<file path="src/rtl/dmi_handler.sv">
`default_nettype none
// ============================================================================
// Module   : dmi_handler
// Purpose  : Bridges TAP DMI read/write strobes to the DM valid/ready request
//            and response channels, with timeout and sticky error status.
// Revision : 1.0
// ============================================================================
module dmi_handler #(
    parameter int TIMEOUT_CYCLES = 1024,
    parameter int ADDR_W         = 7
) (
    input  logic                CLK_I,
    input  logic                RST_I,
    input  logic                DMI_HARD_RESET_I,
    input  logic                DMI_READ_I,
    input  logic                DMI_WRITE_I,
    input  logic [ADDR_W+33:0]  DMI_I,
    output logic [ADDR_W+33:0]  DMI_O,
    output logic                DMI_DONE_O,
    output logic [1:0]          DMI_ERROR_O,
    output logic [ADDR_W+33:0]  DMI_REQ_O,
    output logic                DMI_REQ_VALID_O,
    input  logic                DMI_REQ_READY_I,
    input  logic [33:0]         DMI_RESP_I,
    input  logic                DMI_RESP_VALID_I,
    output logic                DMI_RESP_READY_O
);

    localparam int              c_TW        = $clog2(TIMEOUT_CYCLES);
    localparam logic [c_TW-1:0] c_TIMER_MAX = c_TW'(TIMEOUT_CYCLES - 1);

    localparam logic [2:0] c_ST_IDLE    = 3'd0;
    localparam logic [2:0] c_ST_REQ     = 3'd1;
    localparam logic [2:0] c_ST_RESP    = 3'd2;
    localparam logic [2:0] c_ST_DONE    = 3'd3;
    localparam logic [2:0] c_ST_RELEASE = 3'd4;

    logic [2:0]      r_state;
    logic [c_TW-1:0] r_timer;

    logic w_strobe;
    logic w_req_hs;
    logic w_resp_hs;
    logic w_timeout;
    logic w_unused;

    assign w_strobe  = DMI_READ_I | DMI_WRITE_I;
    assign w_req_hs  = DMI_REQ_VALID_O & DMI_REQ_READY_I;
    assign w_resp_hs = DMI_RESP_VALID_I & DMI_RESP_READY_O;
    // Timer saturates at the limit, so the REQ+RESP budget is shared.
    assign w_timeout = (r_timer == c_TIMER_MAX);
    assign w_unused  = ^DMI_I[33:32];

    always_ff @(posedge CLK_I or posedge RST_I) begin
        if (RST_I) begin
            r_state          <= c_ST_IDLE;
            r_timer          <= '0;
            DMI_O            <= '0;
            DMI_DONE_O       <= 1'b0;
            DMI_ERROR_O      <= 2'b00;
            DMI_REQ_O        <= '0;
            DMI_REQ_VALID_O  <= 1'b0;
            DMI_RESP_READY_O <= 1'b0;
        end else if (DMI_HARD_RESET_I) begin
            r_state          <= c_ST_IDLE;
            r_timer          <= '0;
            DMI_DONE_O       <= 1'b0;
            DMI_ERROR_O      <= 2'b00;
            DMI_REQ_VALID_O  <= 1'b0;
            DMI_RESP_READY_O <= 1'b0;
        end else begin
            DMI_DONE_O <= 1'b0;
            case (r_state)
                c_ST_IDLE: begin
                    r_timer <= '0;
                    if (w_strobe) begin
                        DMI_REQ_O <= {DMI_I[ADDR_W+33:34],
                                      DMI_WRITE_I ? 2'b10 : 2'b01,
                                      DMI_WRITE_I ? DMI_I[31:0] : 32'h0};
                        DMI_REQ_VALID_O <= 1'b1;
                        r_state         <= c_ST_REQ;
                    end
                end
                c_ST_REQ, c_ST_RESP: begin
                    if (!w_timeout) begin
                        r_timer <= r_timer + 1'b1;
                    end
                    if (r_state == c_ST_REQ && w_req_hs) begin
                        DMI_REQ_VALID_O  <= 1'b0;
                        DMI_RESP_READY_O <= 1'b1;
                        r_state          <= c_ST_RESP;
                    end else if (r_state == c_ST_RESP && w_resp_hs) begin
                        DMI_O            <= {{ADDR_W{1'b0}}, DMI_RESP_I};
                        DMI_RESP_READY_O <= 1'b0;
                        DMI_DONE_O       <= 1'b1;
                        r_state          <= c_ST_DONE;
                        if (DMI_RESP_I[1:0] == 2'b11) begin
                            DMI_ERROR_O <= 2'b11;
                        end else if (DMI_RESP_I[1:0] == 2'b10 && DMI_ERROR_O != 2'b11) begin
                            DMI_ERROR_O <= 2'b10;
                        end
                    end else if (w_timeout) begin
                        DMI_REQ_VALID_O  <= 1'b0;
                        DMI_RESP_READY_O <= 1'b0;
                        DMI_O            <= {{ADDR_W{1'b0}}, 32'h0, 2'b11};
                        DMI_ERROR_O      <= 2'b11;
                        DMI_DONE_O       <= 1'b1;
                        r_state          <= c_ST_DONE;
                    end
                end
                c_ST_DONE: begin
                    r_timer <= '0;
                    r_state <= c_ST_RELEASE;
                end
                c_ST_RELEASE: begin
                    r_timer <= '0;
                    if (!w_strobe) begin
                        r_state <= c_ST_IDLE;
                    end
                end
                default: begin
                    r_timer <= '0;
                    r_state <= c_ST_IDLE;
                end
            endcase
        end
    end

endmodule
`default_nettype wire

</file>
<file path="config.mk">
export PLATFORM = sky130hd
export DESIGN_NAME = dmi_handler
export DESIGN_NICKNAME = d
export VERILOG_FILES = /design/src/rtl/dmi_handler.sv
export SDC_FILE = /design/constraint.sdc
export NUM_CORES = 1
export LEC_CHECK = 0
export CAP_MARGIN = 20
export CORE_ASPECT_RATIO = 0.9
export CORE_MARGIN = 1.5
export CORE_UTILIZATION = 33
export DETAILED_ROUTE_END_ITERATION = 6
export PLACE_DENSITY_LB_ADDON = 0.25
export SLEW_MARGIN = 5
export SYNTH_ARGS = -nofsm -noshare
export SYNTH_HDL_FRONTEND = slang
export SYNTH_SLANG_ARGS = --single-unit
</file>
<file path="constraint.sdc">
create_clock -name CLK_I -period 2.68 [get_ports CLK_I]
set_input_delay 0.268 -clock CLK_I [delete_from_list [all_inputs] [get_ports CLK_I]]
set_output_delay 0.268 -clock CLK_I [all_outputs]
set_load 0.02 [all_outputs]
</file>
==> reports/metrics.cfg <==
[critical_path]
worstPathArrival_ps=2490
slowest_stage=or3_1
crit_chain=ha_1 > nand4_1 > or3_1 > a211o_1 > buf_4 > a22o_1
crit_type=reg2reg
slowest_delay_ps=490
cp_max_fo=35
worstPathRequired_ps=2910
crit_path_end_kind=register
critPathLaunchType=register
r2r_cells=6

[clocking]
clock-sinks=93
cts_tree=done
hold_buffers=0
numCtsBuffers=9
cts_root_buffer=clkbuf_16
h-tree-depth=3
clock_path_buffers=2
clk_pin_slew_worst_paths_ps=70
clock_latency_ps=340
postCtsSetupBuffers=0
cts_resized=0

[logic_synthesis]
synthArstFlopShare_pct=100.0
syn_avg_cell_area_sq_um=10.37
ys_ff_latch=93
syn-instance-count=372
yosysMostFrequentCell=nand2_1
synth.area.top_cells=dfrtp_1, nand2_1, a22o_1
synth_top_area_cell=dfrtp_1
ys.flop_type=dfrtp_1
ys_warn_count=0
ys_seq_area_share_pct=60.35
netlist_area_sq_um=3856
synth_top_area_share_pct=60.35
yosysUniqueCellTypes=43
synth_edf_count=0
synth_common_cells=nand2_1, dfrtp_1, nand3_1

[layout]
fill_cells=1081
final_cells=686
num_antenna_cells=0
register_area_sq_um=2327
areaGrowthSynthToFinish_pct=53.05
final_nets=608
multi_input_area_sq_um=1354
drive_gt1_share_pct=5.849

[route]
detail_route.vias_per_cell=4.780
wirelength_microns=9847
drc_errors=0
vias=3279
drtPass1Iterations=5
final_antenna_net_count=0
drt_iter0_drc=112
routedWlPerCell_microns=14.35

[floorplanning]
initial_utilization_pct=33.86
core_sq_um=11390
std_cell_rows=37
die_y_microns=105.6
die_width_microns=116.9
dieArea_sq_um=12340
ios=169

[placement]
hpwlAfterDp_microns=6896
pre_cts_ws_ps=288.5
gp_congestion=0.8005
io_buffer_count=159
place.detailed.instances=670

[grt]
grtUsageMet3_pct=7.131
grt_pass1_vias=3278
use_met1_pct=22.44
grt_usage_pct=17.11
grt_overflow_total=0
grt-busiest-layer=met2
antenna_found_initial=0
grt_start_max_net_pins=46
grt_use_met2_pct=25.44
grt_pass1_wl_microns=16460

[timing]
finalSetupTns_ps=0
setup_violations=0
final-hold-violation-count=0
rsz0062_at_grt=false
drv_slew=0
maxSlewHeadroom_pct=58.49
min_period_ps=2265
fmaxAchievable_mhz=441.5
finalWorstSetupSlack_ps=415.2
fin_crit_sh_pct=84.51
fin_worst_skew_ps=2.907
worst_pin_slew_ps=621.3

[power_and_ir_drop]
p_leak_nw=2.701
peakVddDrop_v=0.0006571
p_total_mw=5.335
power_density_nw_per_um2=903.9

[status]
status=finished, final reports clean

[min_path]
hold_path_class=in2async

[job]
drv_cap=0

-- cells in the final DEF, fill, tap and decap left out, types with 2 or more instances in the layout --
cell,n
nor3_1,5
clkinvlp_4,5
nor2_1,6
o21ai_1,3
or4_1,2
nand2b_1,2
a211oi_1,2
o21ai_0,6
clkdlybuf4s50_1,159
conb_1,7
xnor2_1,2
dfrtp_1,93
buf_12,3
a21oi_1,10
nand4_1,2
o211a_1,2
nand2_1,95
a22o_1,32
inv_1,5
or3_1,2
clkbuf_16,9
buf_4,6
and4_1,2
nor4_1,2
nor2b_1,4
a2bb2oi_1,2
or2_1,2
and3_1,3
nand3_1,35
a31oi_1,3
-- power breakdown --
group / switching (mW) / internal (mW)
logic: 1.06 / 0.963
clock network: 0.556 / 0.724
registers: 0.250 / 1.78
total: 1.87 / 3.47
-- per-layer routing --
metal | vias to the layer above | wire (microns)
met1 | 1580 | 4234
met3 | 9 | 843
li1 | 1577 | -
met5 | - | 0
met2 | 113 | 4641
met4 | 0 | 128
-- area by class of cell --
type	instances	area share [%]
clock buffer	9	3.816
clock inverter	7	1.251
inverter	7	0.5088
multi-input combinational	246	22.94
sequential	93	39.43
tap	156	3.307
timing repair buffer	168	28.75
-- worst max-delay path: cells and delay by family, from the launching register on --
kind,cells,cell delay (ps)
buffers and inverters,1,240
AOI/OAI and AO/OA,2,610
DFF,1,400
adders and majority gates,1,240
and+or+nand+nor,2,640
-- state kept, by name, summed over array words and instances, names as in the netlist --
signal,cells
DMI_DONE_O,1
DMI_ERROR_O,2
DMI_O,34
DMI_REQ_VALID_O,1
DMI_RESP_READY_O,1
r_state,3
r_timer,10
DMI_REQ_O,41
-- per-stage QoR --
step,util (%),area [sq um],hold WS [ps]
4_1_cts,51.82,5902,363.0
5_1_grt,51.82,5902,399.9
3_5_place_dp,49.20,5603,454.2
3_3_place_gp,49.20,5603,448.7
6_report,51.82,5902,356.0
2_1_floorplan,-,3882,331.1
-- cell families (layout without fill, tap and decap cells) --
logic type               count (synthesis)  in the layout  synth area share (%)
AO/OA/AOI/OAI                           66             66                 12.82
XOR/XNOR                                 3              3                0.6815
adder cells (fa/ha/maj)                  1              1                0.3244
buffers and inverters                   39            191                 5.451
flip-flops                              93             93                 60.35
multiplexers                             1              1                0.2920
other                                    1              7               0.09725
AND/OR/NAND/NOR                        168            168                 19.99
-- path summary, 6_finish.rpt --
path                         startpoint       endpoint  slack (ps)
setup / recovery             r_timer[0]      DMI_O[15]         420
hold / removal                    RST_I      DMI_O[18]         360
setup reg to reg             r_timer[0]      DMI_O[15]         420
hold reg to reg            DMI_REQ_O[6]   DMI_REQ_O[6]         460
max in group asynchronous         RST_I  DMI_REQ_O[37]        1690
min in group CLK_I            DMI_I[38]  DMI_REQ_O[38]         450
No activity file was read; power rests on OpenSTA's default activity.
